## src/rtl/cpm_sel_gen_pkg.sv

```systemverilog
// Shared CPM definitions: the generator state encoding and the index-width helper.
package cpm_sel_gen_pkg;

  typedef enum logic {
    IDLE  = 1'b0,
    ISSUE = 1'b1
  } cpm_state_e;

  // Never narrower than one bit, so DW=2 still yields a usable index.
  function automatic int cpm_aw(input int dw);
    return (dw <= 2) ? 1 : $clog2(dw);
  endfunction

endpackage

```

## src/rtl/cpm_sel_gen_if.sv

```systemverilog
// Request (index/length) and beat (one-hot select) handshakes of the CPM select generator.
interface cpm_sel_gen_if
  import cpm_sel_gen_pkg::*;
#(
  parameter int DW = 8,
  parameter int AW = cpm_aw(DW),
  parameter int LW = 4
);

  logic          IDX_VLD;
  logic          IDX_RDY;
  logic [AW-1:0] IDX;
  logic [LW-1:0] LEN;
  logic          SEL_VLD;
  logic          SEL_RDY;
  logic [DW-1:0] SEL;
  logic          SEL_LAST;
  logic          ERR;

  modport master (
    output IDX_VLD, IDX, LEN, SEL_RDY,
    input  IDX_RDY, SEL_VLD, SEL, SEL_LAST, ERR
  );

  modport slave (
    input  IDX_VLD, IDX, LEN, SEL_RDY,
    output IDX_RDY, SEL_VLD, SEL, SEL_LAST, ERR
  );

endinterface

```

## src/rtl/cpm_onehot_dec.sv

```systemverilog
// Combinational lane decoder: index plus enable to one-hot; out-of-range indices give zero.
module cpm_onehot_dec #(
  parameter int DW = 8,
  parameter int AW = 3
) (
  input  logic [AW-1:0] idx,
  input  logic          en,
  output logic [DW-1:0] onehot
);

  // Comparing against each lane keeps indices at or beyond DW from setting any bit.
  always_comb begin
    onehot = '0;
    for (int i = 0; i < DW; i++) begin
      onehot[i] = en && (idx == AW'(i));
    end
  end

endmodule

```

## src/rtl/cpm_sel_gen.sv

```systemverilog
// CPM select generator: turns a start index and burst length into a registered stream of
// one-hot lane selects that walks consecutive lanes with modulo-DW wrap.
module cpm_sel_gen
  import cpm_sel_gen_pkg::*;
#(
  parameter int DW = 8,
  parameter int AW = cpm_aw(DW),
  parameter int LW = 4
) (
  input  logic         clk,
  input  logic         rst_n,
  cpm_sel_gen_if.slave bus
);

  localparam logic [AW:0]   DW_EXT    = (AW + 1)'(DW);
  localparam logic [AW-1:0] LAST_LANE = AW'(DW - 1);

  cpm_state_e    state, state_nxt;
  logic [AW-1:0] cur, cur_nxt;
  logic [LW-1:0] cnt, cnt_nxt;
  logic [DW-1:0] sel_q, sel_nxt;
  logic          last_q;
  logic          err_q, err_nxt;
  logic          idx_ok;

  assign idx_ok = {1'b0, bus.IDX} < DW_EXT;

  always_comb begin
    state_nxt = state;
    cur_nxt   = cur;
    cnt_nxt   = cnt;
    err_nxt   = 1'b0;
    case (state)
      IDLE: begin
        if (bus.IDX_VLD) begin
          if (idx_ok) begin
            state_nxt = ISSUE;
            cur_nxt   = bus.IDX;
            cnt_nxt   = bus.LEN;
          end else begin
            err_nxt = 1'b1;
          end
        end
      end
      ISSUE: begin
        if (bus.SEL_RDY) begin
          if (cnt == '0) begin
            state_nxt = IDLE;
          end else begin
            cnt_nxt = cnt - LW'(1);
            cur_nxt = (cur == LAST_LANE) ? '0 : cur + AW'(1);
          end
        end
      end
    endcase
  end

  // Decoding the next lane lets SEL come straight from a flop, aligned with SEL_VLD.
  cpm_onehot_dec #(
    .DW(DW),
    .AW(AW)
  ) u_dec (
    .idx    (cur_nxt),
    .en     (state_nxt == ISSUE),
    .onehot (sel_nxt)
  );

  always_ff @(posedge clk) begin
    if (!rst_n) begin
      state  <= IDLE;
      cur    <= '0;
      cnt    <= '0;
      sel_q  <= '0;
      last_q <= 1'b0;
      err_q  <= 1'b0;
    end else begin
      state  <= state_nxt;
      cur    <= cur_nxt;
      cnt    <= cnt_nxt;
      sel_q  <= sel_nxt;
      last_q <= (state_nxt == ISSUE) && (cnt_nxt == '0);
      err_q  <= err_nxt;
    end
  end

  assign bus.IDX_RDY  = (state == IDLE);
  assign bus.SEL_VLD  = (state == ISSUE);
  assign bus.SEL      = sel_q;
  assign bus.SEL_LAST = last_q;
  assign bus.ERR      = err_q;

endmodule

```

## src/flat_wrapper.sv

```systemverilog
// flat-port wrapper written by rule: the top's interface ports become plain ports
module cpm_sel_gen_flat import cpm_sel_gen_pkg::*;
#(
  parameter int DW = 8,
  parameter int AW = cpm_aw(DW),
  parameter int LW = 4
)
  (clk, rst_n, bus_IDX_VLD, bus_IDX, bus_LEN, bus_SEL_RDY, bus_IDX_RDY, bus_SEL_VLD, bus_SEL, bus_SEL_LAST, bus_ERR);
  cpm_sel_gen_if #(.DW(DW), .AW(AW), .LW(LW)) bus_i ();
  input  logic clk;
  input  logic rst_n;
  input wire logic [$bits(bus_i.IDX_VLD)-1:0] bus_IDX_VLD;
  input wire logic [$bits(bus_i.IDX)-1:0] bus_IDX;
  input wire logic [$bits(bus_i.LEN)-1:0] bus_LEN;
  input wire logic [$bits(bus_i.SEL_RDY)-1:0] bus_SEL_RDY;
  output wire logic [$bits(bus_i.IDX_RDY)-1:0] bus_IDX_RDY;
  output wire logic [$bits(bus_i.SEL_VLD)-1:0] bus_SEL_VLD;
  output wire logic [$bits(bus_i.SEL)-1:0] bus_SEL;
  output wire logic [$bits(bus_i.SEL_LAST)-1:0] bus_SEL_LAST;
  output wire logic [$bits(bus_i.ERR)-1:0] bus_ERR;
  assign bus_i.IDX_VLD = bus_IDX_VLD;
  assign bus_i.IDX = bus_IDX;
  assign bus_i.LEN = bus_LEN;
  assign bus_i.SEL_RDY = bus_SEL_RDY;
  assign bus_IDX_RDY = bus_i.IDX_RDY;
  assign bus_SEL_VLD = bus_i.SEL_VLD;
  assign bus_SEL = bus_i.SEL;
  assign bus_SEL_LAST = bus_i.SEL_LAST;
  assign bus_ERR = bus_i.ERR;
  cpm_sel_gen #(.DW(DW), .AW(AW), .LW(LW)) u_core (.clk(clk), .rst_n(rst_n), .bus(bus_i));
endmodule
```

## config.mk

```make
export PLATFORM = sky130hd
export DESIGN_NAME = cpm_sel_gen_flat
export DESIGN_NICKNAME = d
export VERILOG_FILES = /design/src/rtl/cpm_sel_gen_pkg.sv /design/src/rtl/cpm_sel_gen_if.sv /design/src/rtl/cpm_onehot_dec.sv /design/src/rtl/cpm_sel_gen.sv /design/src/flat_wrapper.sv
export SDC_FILE = /design/constraint.sdc
export NUM_CORES = 1
export LEC_CHECK = 0
export ABC_CLOCK_PERIOD_IN_PS = 2900
export CAP_MARGIN = 20
export CORE_UTILIZATION = 50
export CTS_CLUSTER_DIAMETER = 100
export CTS_CLUSTER_SIZE = 25
export DETAILED_ROUTE_END_ITERATION = 16
export PLACE_DENSITY = 0.87
export SLEW_MARGIN = 20
export SYNTH_ARGS = -nofsm -noshare
export SYNTH_HDL_FRONTEND = slang
export SYNTH_SLANG_ARGS = --single-unit
```

## constraint.sdc

```tcl
create_clock -name clk -period 2.9 [get_ports clk]
set_input_delay 0.87 -clock clk [delete_from_list [all_inputs] [get_ports clk]]
set_output_delay 0.87 -clock clk [all_outputs]
set_load 0.01 [all_outputs]
```

==> results.md <==
- Status: complete, but fails checks
- Failing checks: design-rule violations
- DR pass1 iterations: 11
- TritonCTS Buffers: 3
- Sequential area share after synthesis: 0.397
- CTS resizes: 0
- Top Metal Used: met3
- Routed WL: between 1500 and 2000 µm
- RSZ-0062 raised after global routing: no
- Clock slew at reported path FFs: roughly 0.10 ns
- Via density per instance: slightly above 6
- Mapped Nets: ~110
- Final Skew: approximately 0.0027 ns
- Antenna-violating nets left: 0
- Share of cells above drive strength 1: 0.123
- Largest net degree at the start of global routing: 23
- Hold path start: u_core.cnt[1]$_SDFF_PN0_
- Routed len/inst: around 15 µm
- Worst r2r src: u_core.cnt[0]$_SDFF_PN0_
- Post-synthesis async set-or-reset flop share: 0
- Sw power: 0.168 mW
- Hold Path Sink: u_core.cnt[1]$_SDFF_PN0_
- Number of synthesized register bits: 17
- Post-route minimum period: between 2 and 3 ns
- Final std cells w/o fill: 130
- CP startpoint kind: flip-flop
- CP arrival: between 1.5 and 2 ns
- Fillers: around 120
- Reg2Reg Depth: 6
- Die area: between 1500 and 2000 µm²
- Postcts setup bufs: 0
- # nets final: approximately 130
- Least-Margin Pin Slew: between 0.8 and 0.9 ns
- Ys flop type: dfxtp_1
- Vias in the first global route: 741
- Synthesis Warnings: 0
- Cell Int Power: between 0.3 and 0.4 mW
- Tot Pwr: about 0.55 mW
- Final period utilization: 0.924
- Slew headroom: 0.446
- Root buf cell: clkbuf_4
- CTS Hold Bufs: 0
- Clock insertion delay at the later pin of the skew report: 0.29 ns
- Distinct cells, synth: 37
- Final hold vios: 0
- Wire length on met3: around 140 µm
- Worst VDD drop: 0.000493 V
- Diode count: 0
- Met2 wire len: ~960 µm
- Clock buffer depth: 2
- Synth top area share: 0.397
- Drt first-iter violations: 38
- Placeable Area: 1560 µm²
- Die Wd: approximately 43 µm
- Mapped Area: around 860 µm²
- Layout area overhead: 28.9%
- Combinational share of power: 0.272
- Max-cap viol count: 0
- Drc violations: 4
- P_leak: 0.437 nW
- Syn avg cell area: between 9 and 10 µm²
- Number of port buffers: 21
- Initial antenna violation count: 0
- Post-Syn Instances: slightly above 90
- TritonCTS clock tree: yes
- Endpoint class of the critical path: output pin
- Num ports: 23
- Sequential share of power: 0.493
- Max Freq: around 370 MHz
- GPL Wtd Cong: 0.807
- WL met1: roughly 800 µm
- Switch share: 0.308
- First-pass GRT wire length: between 3000 and 4000 µm
- H-tree depth: 1
- Worst Path Max Fanout: 22
- Core Util, Final: 0.709
- # placed instances: roughly 130
- Die Ht: around 43 µm
- Total gr overflow: 0
- Clock power share: 0.235
- Initial Util: 0.550
- Final setup TNS: 0 ns
- Hpwl dp: roughly 1500 µm
- Via count: around 790
- Critical R2R Capture: u_core.bus.SEL[7]$_SDFF_PN0_
- Req. time, crit path: 2.03 ns
- Row cnt: 14
- Final Max Tran Viols: 0
- Area leader, netlist: dfxtp_1
- Flop2flop setup slack: roughly 0.8 ns
- Largest cells by area after synthesis: dfxtp_1, mux2i_1, nor3_1, ha_1, a31oi_1
- Hold Path Depth: 3
- Worst min-delay path class: flip-flop to flip-flop
- Global Route Usage Sum: 0.229
- Post-synth EDFFs: 0
- Pwr Density: between 400 and 500 nW/µm²
- CP Class: flip-flop to output pin
- Sink Count: 17
- Final Setup Violations: 0
logic make-up (layout without fill, tap and decap cells):
family | count (synthesis) | in the layout | synth area share
AO/OA/AOI/OAI | 20 | 20 | 0.165
buffers and inverters | 8 | 30 | 0.0423
adder cells (fa/ha/maj) | 3 | 3 | 0.0438
AND/OR/NAND/NOR | 35 | 35 | 0.253
XOR/XNOR | 1 | 1 | 0.0102
other | 1 | 1 | 0.00438
multiplexers | 7 | 7 | 0.0847
flip-flops | 17 | 17 | 0.397
synthesized netlist by cell type, drive strengths merged (2+ instances only):
| cell type | n |
|---|---|
| dfxtp | 17 |
| nor3 | 8 |
| and2 | 5 |
| mux2i | 5 |
| nand2 | 5 |
| a31oi | 4 |
| nand3 | 4 |
| o22ai | 4 |
| a21oi | 3 |
| buf | 3 |
| ha | 3 |
| inv | 3 |
| clkbuf | 2 |
| mux2 | 2 |
| nor3b | 2 |
| nor4 | 2 |
| nor4b | 2 |
critical path: stages, from the launching register on:
cell             delay [ns]
dfxtp_1                0.75
inv_1                  0.23
clkdlybuf4s50_1        0.54
flip-flops by register name, summed over array words and instances, names as in the netlist:
name,count
u_core.bus.SEL,8
u_core.bus.SEL_VLD,1
u_core.bus.SEL_LAST,1
u_core.cur,3
u_core.cnt,4
per-stage QoR:
stage               cell area (µm²)  worst slack [ns]  hold WS, ns
finish                         1100             0.220        0.704
global route                   1100             0.113        0.742
CTS                            1100             0.235        0.703
detailed placement             1080             0.256        0.688
global placement               1080             0.278        0.651
floorplan                       857             0.867        0.610
layout make-up:
cell class / count / area, µm² / share of cell area
Multi-Input combinational cell: 67 / 480 / 0.435
Tap cell: 16 / 20.0 / 0.0181
Sequential cell: 17 / 340 / 0.308
Inverter: 3 / 11.3 / 0.0102
Clock buffer: 3 / 22.5 / 0.0204
Clock inverter: 1 / 5.00 / 0.00453
Timing Repair Buffer: 23 / 225 / 0.204
cells in the final DEF (no fill, tap or decap), drive strengths merged, types with 2 or more instances in the layout:
master	instances
a21oi	3
a31oi	4
and2	5
buf	2
clkbuf	3
clkdlybuf4s50	21
dfxtp	17
ha	3
inv	3
mux2	2
mux2i	5
nand2	5
nand3	4
nor3	8
nor3b	2
nor4	2
nor4b	2
o22ai	4
worst max-delay path by stage:
stage,startpoint,end,slack [ns],cells past startpoint
finish,u_core.bus.SEL_VLD$_SDFF_PN0_,bus_IDX_RDY,0.22,2
global route,u_core.bus.SEL_VLD$_SDFF_PN0_,bus_IDX_RDY,0.11,2
global placement,bus_IDX_VLD,u_core.bus.SEL[7]$_SDFF_PN0_,0.28,6
floorplan,bus_IDX_VLD,u_core.bus.SEL[5]$_SDFF_PN0_,0.87,5
detailed placement,bus_IDX_VLD,u_core.bus.SEL[7]$_SDFF_PN0_,0.26,6
CTS,u_core.bus.SEL_VLD$_SDFF_PN0_,bus_IDX_RDY,0.24,2
power groups by stage:
| stage | logic [mW] | clock network (mW) | registers, mW |
|---|---|---|---|
| finish | 0.148 | 0.128 | 0.269 |
| global route | 0.161 | 0.142 | 0.273 |
| CTS | 0.147 | 0.131 | 0.269 |
| detailed placement | 0.147 | 0 | 0.274 |
| global placement | 0.143 | 0 | 0.273 |
| floorplan | 0.0991 | 0 | 0.269 |
layer usage:
layer  GRT usage  up-vias
met4      0.0500        0
met5           0        -
met3      0.0417        0
li1            -      386
met2       0.370       32
met1       0.322      369
Note: power is estimated with default switching activity, not from simulation.
==> RTL edit, RTL diff (config.mk and constraints unchanged) <==
`DW` is set to 8 in 4 places; all go to 6.
--- a/src/rtl/cpm_sel_gen_if.sv
+++ b/src/rtl/cpm_sel_gen_if.sv
@@ -3,5 +3,5 @@
   import cpm_sel_gen_pkg::*;
 #(
-  parameter int DW = 8,
+  parameter int DW = 6,
   parameter int AW = cpm_aw(DW),
   parameter int LW = 4
--- a/src/rtl/cpm_onehot_dec.sv
+++ b/src/rtl/cpm_onehot_dec.sv
@@ -1,5 +1,5 @@
 // Combinational lane decoder: index plus enable to one-hot; out-of-range indices give zero.
 module cpm_onehot_dec #(
-  parameter int DW = 8,
+  parameter int DW = 6,
   parameter int AW = 3
 ) (
--- a/src/rtl/cpm_sel_gen.sv
+++ b/src/rtl/cpm_sel_gen.sv
@@ -4,5 +4,5 @@
   import cpm_sel_gen_pkg::*;
 #(
-  parameter int DW = 8,
+  parameter int DW = 6,
   parameter int AW = cpm_aw(DW),
   parameter int LW = 4
--- a/src/flat_wrapper.sv
+++ b/src/flat_wrapper.sv
@@ -2,5 +2,5 @@
 module cpm_sel_gen_flat import cpm_sel_gen_pkg::*;
 #(
-  parameter int DW = 8,
+  parameter int DW = 6,
   parameter int AW = cpm_aw(DW),
   parameter int LW = 4
Interface: changed (resized bus_SEL); port bits go from 23 to 21. No check against the original RTL was run, so the function may have changed too.
==> RTL edit against the original RTL <==
- register-to-register slack better by 0.18 ns
- sequential cell count down 1
- setup slack better by 0.26 ns
- sequential share of layout area down 3.3 points
- critical path depth up 5
- clock power up 13%
- clock skew up 0.0072 ns
- routed wire length up 8.4%
- hold slack worse by 0.12 ns
- synthesized area up 6.0%
- total power about the same
- final area up 5.4%
- core utilization down 2.7 points
==> RTL edit: results (changes against the original RTL) <==
DRT Pass-1 Iters = 5 (-6)
Worst Skew = 0.00989 ns (+0.00718 ns)
layout cell share with drive strength beyond 1 = 17.9% (+5.7 points)
initial antenna violation count = 0 (unchanged)
library cells used by synthesis = 43 (+16%)
HPWL Detailed = 1.55 mm (+2.9%)
drt first-iter violations = 26 (-32%)
status = complete, no violations
Post-Syn Nets = 106 (unchanged)
largest net degree at the start of global routing = 13 (-43%)
Area after DPL = 1130 um^2 (+4.8%)
post-route cell area = 1160 um^2 (+5.4%)
Clock Pin Slew Worst Setup and Hold Paths = 0.10 ns (about the same)
max reg flops = 6 (-2)
Port Buffers = 20 (-4.8%)
Max transition margin = 60.6% (+16 points)
peak supply drop = 0.254 mV (-48%)
clk_lat worst skew = 0.28 ns
CTS Buf Count = 3 (unchanged)
post-synthesis sequential area ratio = 35.3% (-4.4 points)
first-pass GRT wire length = 3.37 mm (+5.2%)
Fill cells = 126 (+6.8%)
NumNets Final = 130 (+0.78%)
placer's final routability congestion estimate = 0.878 (+8.8%)
DRT Wirelength = 2.09 mm (+8.4%)
vias per cell = 5.86 (-3.2%)
CP endpoint kind = flop
critical path peak fanout = 12 (-45%)
most frequent cells after synthesis = dfxtp_1 (16), inv_1 (6), nand2_1 (5), nor2_1 (5)
wire per inst = 14.7 um (-0.71%)
total track usage = 22.6% (-0.28 points)
P_leak = 0.422 nW (-3.5%)
largest cells by area after synthesis = dfxtp_1 (35%), nor4_2 (4.1%), o311ai_4 (2.9%)
Post-CTS Setup Bufs = 0 (unchanged)
clk root buf = clkbuf_4
HP Class = reg2reg
Critical Path AT = 2.60 ns (+0.79 ns)
Post-CTS Resized = 0 (unchanged)
placed cells = 138 (+9.5%)
Mean Syn Cell Area = 9.66 um^2 (+3.7%)
vias in the first global route = 805 (+8.6%)
[RTL edit: worst max-delay path, stage by stage]
cell,delay [ns]
clkdlybuf4s50_1,0.62
and4bb_2,0.35
nor2_1,0.11
o21ai_2,0.11
inv_2,0.09
nand4_1,0.19
nor3b_1,0.26
[RTL edit: path summary, 6_finish.rpt]
path	from	end	slack, ns	cells past startpoint
setup / recovery	bus_SEL_RDY	u_core.bus.SEL[4]	0.48	7
hold / removal	u_core.cnt[1]	u_core.cnt[1]	0.58	2
setup reg to reg	u_core.cnt[0]	u_core.bus.SEL[4]	0.98	6
hold reg to reg	u_core.cnt[1]	u_core.cnt[1]	0.58	2
[RTL edit: per-layer routing]
layer	share of wire (%)	vias to the layer above	track usage, %
met5	0	-	0
met4	1.3	0	9.09
met3	6.9	4	4.90
met2	44	39	35.0
met1	47	386	30.4
li1	-	403	-
[RTL edit: cells by family after synthesis]
group,Yosys count,share of synthesized area [%]
compound gates,19,20.5
fa+ha+maj,1,1.38
buf+inv,9,4.96
flops,16,35.3
mux,2,2.75
simple gates,47,35.1
[RTL edit: area by class of cell]
class                           count  area share [%]
Sequential cell                    16            27.5
Multi-Input combinational cell     69            46.6
Tap cell                           25            2.69
Clock buffer                        4            3.11
Timing Repair Buffer               21            17.8
Inverter                            7            2.26
[RTL edit: per-stage QoR]
step,hold slack (ns),worst slack (ns)
3_3_place_gp,0.548,0.295
3_5_place_dp,0.569,0.237
6_report,0.581,0.484
2_1_floorplan,0.521,0.893
4_1_cts,0.583,0.482
5_1_grt,0.631,0.364
[RTL edit: where the power goes]
group	switching, mW	leakage, nW	internal [mW]
registers	0.0147	0.131	0.234
clock network	0.0675	0.0210	0.0763
logic	0.0782	0.270	0.0762
total	0.160	0.422	0.386
